$ cat config.mk
export PLATFORM = sky130hd
export DESIGN_NAME = fetch_stage
export DESIGN_NICKNAME = d
export VERILOG_FILES = /design/src/rtl/fetch_stage.sv
export SDC_FILE = /design/constraint.sdc
export NUM_CORES = 1
export LEC_CHECK = 0
export CORE_MARGIN = 5
export CORE_UTILIZATION = 30
export DETAILED_ROUTE_END_ITERATION = 6
export SLEW_MARGIN = 10
export SYNTH_ARGS = -nofsm -noshare
export SYNTH_HDL_FRONTEND = slang
export SYNTH_SLANG_ARGS = --single-unit
export TNS_END_PERCENT = 30
$ cat constraint.sdc
create_clock -name clk -period 5 [get_ports clk]
set_input_delay 1 -clock clk [delete_from_list [all_inputs] [get_ports clk]]
set_output_delay 1 -clock clk [all_outputs]
set_load 0.1 [all_outputs]
$ cat src/rtl/fetch_stage.sv
// fetch_stage: instruction fetch with PC, single-outstanding memory request
// handshake, a small prefetch FIFO and taken-branch redirect/flush.
// Optional feature macro: FETCH_BYPASS_EN (same-cycle pass-through of a
// returning word when the FIFO is empty).
module fetch_stage #(
   parameter int             N        = 32,
   parameter logic [N-1:0]   RESET_PC = '0,
   parameter int             DEPTH    = 2
) (
   input  logic           clk,
   input  logic           rst,
   input  logic           stall_D,
   input  logic           redirect_E,
   input  logic [N-1:0]   target_E,
   output logic           imem_req,
   output logic [N-1:0]   imem_addr,
   input  logic           imem_ready,
   input  logic [N-1:0]   imem_rdata,
   output logic [N-1:0]   inst_F,
   output logic [N-1:0]   pc_F,
   output logic           valid_F,
   output logic           flush_F
);

   localparam int PW = (DEPTH > 1) ? $clog2(DEPTH) : 1;
   localparam int CW = $clog2(DEPTH + 1);

   typedef enum logic [1:0] {
      S_REQ  = 2'd0,
      S_FULL = 2'd1,
      S_RDR  = 2'd2
   } state_t;

   state_t          state, state_nxt;
   logic [N-1:0]    pc;
   logic [CW-1:0]   count, count_nxt;
   logic [PW-1:0]   rd_ptr, wr_ptr;
   logic [N-1:0]    fifo_inst [DEPTH];
   logic [N-1:0]    fifo_pc   [DEPTH];

   logic            fifo_empty;
   logic            push;
   logic            wr_en;
   logic            rd_en;
   logic            head_vld;
   logic [N-1:0]    head_inst;
   logic [N-1:0]    head_pc;

   // Circular pointer advance that also works for non power-of-two depths.
   function automatic logic [PW-1:0] ptr_inc(input logic [PW-1:0] p);
      return (p == PW'(DEPTH - 1)) ? '0 : p + PW'(1);
   endfunction

   // Branch targets are word aligned; the low two bits are dropped.
   function automatic logic [N-1:0] align_pc(input logic [N-1:0] a);
      return {a[N-1:2], 2'b00};
   endfunction

   assign fifo_empty = (count == '0);
   assign imem_addr  = pc;

   // A returning word is accepted only while requesting and not redirecting.
   assign push = (state == S_REQ) && imem_ready && !redirect_E;

`ifdef FETCH_BYPASS_EN
   // Empty FIFO: the returning word is presented directly; it is stored only
   // when decode cannot take it this cycle.
   logic bypass;
   assign bypass    = fifo_empty && push;
   assign head_vld  = !fifo_empty || bypass;
   assign head_inst = fifo_empty ? imem_rdata : fifo_inst[rd_ptr];
   assign head_pc   = fifo_empty ? pc         : fifo_pc[rd_ptr];
   assign wr_en     = push && !(bypass && !stall_D);
`else
   // Every word passes through storage so the head is always registered.
   assign head_vld  = !fifo_empty;
   assign head_inst = fifo_inst[rd_ptr];
   assign head_pc   = fifo_pc[rd_ptr];
   assign wr_en     = push;
`endif

   assign rd_en   = !fifo_empty && !stall_D;
   assign valid_F = head_vld;
   assign inst_F  = head_vld ? head_inst : '0;
   assign pc_F    = head_vld ? head_pc   : '0;

   // Occupancy after this cycle's write/read.
   always_comb begin
      count_nxt = count;
      case ({wr_en, rd_en})
         2'b10:   count_nxt = count + CW'(1);
         2'b01:   count_nxt = count - CW'(1);
         default: count_nxt = count;
      endcase
   end

   // Next-state and request/flush outputs; redirect overrides any state.
   always_comb begin
      state_nxt = state;
      imem_req  = 1'b0;
      flush_F   = 1'b0;
      case (state)
         S_REQ: begin
            imem_req = rst;
            if (count_nxt == CW'(DEPTH))
               state_nxt = S_FULL;
         end
         S_FULL: begin
            if (rd_en)
               state_nxt = S_REQ;
         end
         S_RDR: begin
            flush_F   = 1'b1;
            state_nxt = S_REQ;
         end
         default: state_nxt = S_REQ;
      endcase
      if (redirect_E)
         state_nxt = S_RDR;
   end

   // Control state: FSM, PC and FIFO bookkeeping.
   always_ff @(posedge clk or negedge rst) begin
      if (!rst) begin
         state  <= S_REQ;
         pc     <= RESET_PC;
         count  <= '0;
         rd_ptr <= '0;
         wr_ptr <= '0;
      end else begin
         state <= state_nxt;
         if (redirect_E) begin
            pc     <= align_pc(target_E);
            count  <= '0;
            rd_ptr <= '0;
            wr_ptr <= '0;
         end else begin
            if (push)
               pc <= pc + N'(4);
            count <= count_nxt;
            if (wr_en)
               wr_ptr <= ptr_inc(wr_ptr);
            if (rd_en)
               rd_ptr <= ptr_inc(rd_ptr);
         end
      end
   end

   // FIFO payload storage; occupancy alone decides what is valid.
   always_ff @(posedge clk) begin
      if (wr_en) begin
         fifo_inst[wr_ptr] <= imem_rdata;
         fifo_pc[wr_ptr]   <= pc;
      end
   end

endmodule
==> flow_metrics.tcl <==
set metrics [dict create \
    status "finished, final reports clean" \
    htree_levels 4 \
    die_area_um2 25800 \
    gp_routability_congestion 0.777 \
    die_w_um 160 \
    drv_slew 0 \
    cts_inserted_buffers 17 \
    clock_insertion_delay_worst_skew_ns 0.42 \
    synth_edf_count 124 \
    synth.top_cell.area_share_pct 54.8 \
    firstDrtPassIters 4 \
    cpMaxStageDelayCell "clkdlybuf4s50_1" \
    hp-start "imem_addr[31]" \
    yosysTopAreaCell "edfxtp_1" \
    grt_max_degree 63 \
    critical_path.max_fanout 34 \
    cts_tree "done" \
    hold_viol 0 \
    synth_area_um2 6790 \
    synth_common_cells "124 x edfxtp_1, 86 x nor2_1, 63 x mux2i_1, 36 x dfrtp_1, 23 x nand2_1" \
    hold_path_class "flip-flop to flip-flop" \
    cap_violations 0 \
    setup_viol 0 \
    place_area_um2 8700 \
    hpwl_um 11800 \
    synth_top_cells_by_area "edfxtp_1 55%, dfrtp_1 13%, mux2i_1 9.3%, nor2_1 4.8%, or4_1 1.5%" \
    syn_avg_cell_area_um2 13.3 \
    r2r_cells 7 \
    critPathCaptureType "primary output" \
    fin_area_um2 9290 \
    tightest_slew_ns 1.05 \
    num-fill-cells 2109 \
    arrival_ns 3.08 \
    hold_buffers 0 \
    cts_root_buf "clkbuf_16" \
    layout.cells.non_filler 965 \
    synthCells 511 \
    fin_crit_sh_pct 81.7 \
    post-place-cells 933 \
    tns_ns 0 \
    yosysUniqueCellTypes 44 \
    timing.fmax_mhz 245 \
    grt_pass1_wl_um 27200 \
    post-route-min-period_ns 4.08 \
    route.detailed.drc 0 \
    wire_per_inst_um 17.6 \
    via_per_inst 4.79 \
    r2r_setup_slack_ns 1.95 \
    finalWirelength_um 17000 \
    antennaDiodeCount 0 \
    area_growth_pct 36.8 \
    nNetsFinal 738 \
    path_cells "nor2_4 > buf_4 > nor2_1 > clkdlybuf4s50_1" \
    ys.flop_type "edfxtp_1" \
    rsz0062_at_grt "no" \
    drive_gt1_share_pct 7.65 \
    track_usage_pct 13.4 \
    ant_nets 0 \
    clkTransAtPathRegs_ns 0.06 \
    clk_path_buf_depth 2 \
    finalPower_mw 4.39 \
    cts_setup_buffers 0 \
    leakagePower_nw 3.10 \
    startpoint "count[0]" \
    dp_slack_ns 1.28 \
    cp.required_ns 4.00 \
    cts.sinks 160 \
    start_util_pct 30.3 \
    synth-seq-cells 160 \
    synthArstFlopShare_pct 22.5 \
    fin_skew_ns 0.00980 \
    first_global_vias 4914 \
    cellPowerDensity_nw_per_um2 473 \
    setup.worst_path.start_class "flip-flop" \
    num_vias 4624 \
    die_h_um 160 \
    antenna_found_initial 0 \
    seq_area_frac_synth_pct 68.1 \
    dr.first_iter.drc_count 316 \
    slew_headroom_pct 30.0 \
    core_um2 22400 \
    path_class "flip-flop to primary output" \
    buffer_ports.inserted 161 \
    hold_depth 0 \
    r2r_start "count[0]" \
    num_rows 55 \
    ir_worst_vdd_mv 0.201 \
    synth.yosys.warnings 0 \
    io_pins 168 \
    slowest_delay_ns 0.97 \
    gr-total-overflow 0 \
    fin_ws_ns 0.917 \
    cts-resized-gates 0 \
    synth.most_common_cell "edfxtp_1" \
]
==> cell usage in the layout, fill, tap and decap left out, types with 5 or more instances in the layout <==
master,synthesis,layout
nand2_1,23,23
clkbuf_16,0,17
nand4_1,15,15
o21ai_0,14,14
edfxtp_1,124,124
nand3_1,12,12
dfrtp_1,36,35
or4_1,14,14
inv_1,7,7
nor2_1,86,84
mux2i_1,63,63
o31ai_1,12,12
clkdlybuf4s50_1,0,155
a31oi_1,15,15
xor2_1,6,6
buf_4,5,13
and3_1,6,5
xnor2_1,7,7
==> state kept, by name, summed over array words and instances (netlist names) <==
register and count:
wr_ptr 1, imem_addr 30, fifo_inst 64, count 2
fifo_pc 60, state 2, rd_ptr 1
==> where the power goes <==
| part | switching, mW | internal (mW) |
|---|---|---|
| Sequential | 0.0899 | 1.50 |
| Combinational | 1.15 | 0.360 |
| Clock | 0.541 | 0.756 |
| Total | 1.78 | 2.62 |
==> worst paths after layout <==
check | to
min in group asynchronous | count[1]
setup reg to reg | state[0]
hold / removal | fifo_pc[1][31]
hold reg to reg | fifo_pc[1][31]
setup / recovery | pc_F[5]
max in group asynchronous | rd_ptr
==> layout make-up <==
class                   count  area, um^2  share of cell area, %
flip-flops and latches    160        4630                   49.8
well taps                 285         357                   3.84
clock buffers              18         439                   4.73
multi-input cells         310        2010                   21.6
repair buffers            170        1670                   18.0
inverters                   8        30.0                  0.323
clock inverters            14         155                   1.67
==> cells by family (layout without fill, tap and decap cells) <==
group	count (synthesis)	in the layout	synth area share, %
AOI/OAI and AO/OA	52	52	5.07
and+or+nand+nor	176	176	12.6
DFF	160	160	68.1
buffers and inverters	44	210	2.84
adders and majority gates	2	2	0.368
xor gates and xnor gates	13	13	1.68
muxes	63	63	9.28
other	1	4	0.0552
==> critical path, delay by kind of cell (launching register included) <==
kind                   cells  cell delay, ns
DFF                        1            0.47
and+or+nand+nor            2            0.81
buffers and inverters      2            1.35
==> metal layers <==
metal	up-vias	global-route usage [%]	wire length (um)
li1	2212	-	-
met1	2248	16.5	7150
met2	145	22.4	8470
met3	19	4.00	1070
met4	0	4.54	265
met5	-	0	0
==> per-stage QoR <==
step | hold slack, ns | util [%]
6_report | 0.571 | 41.4
5_1_grt | 0.592 | 41.4
2_1_floorplan | 0.510 | -
3_5_place_dp | 0.566 | 38.8
4_1_cts | 0.581 | 41.4
3_3_place_gp | 0.549 | 38.8
Power figures use the tool's default switching activity.
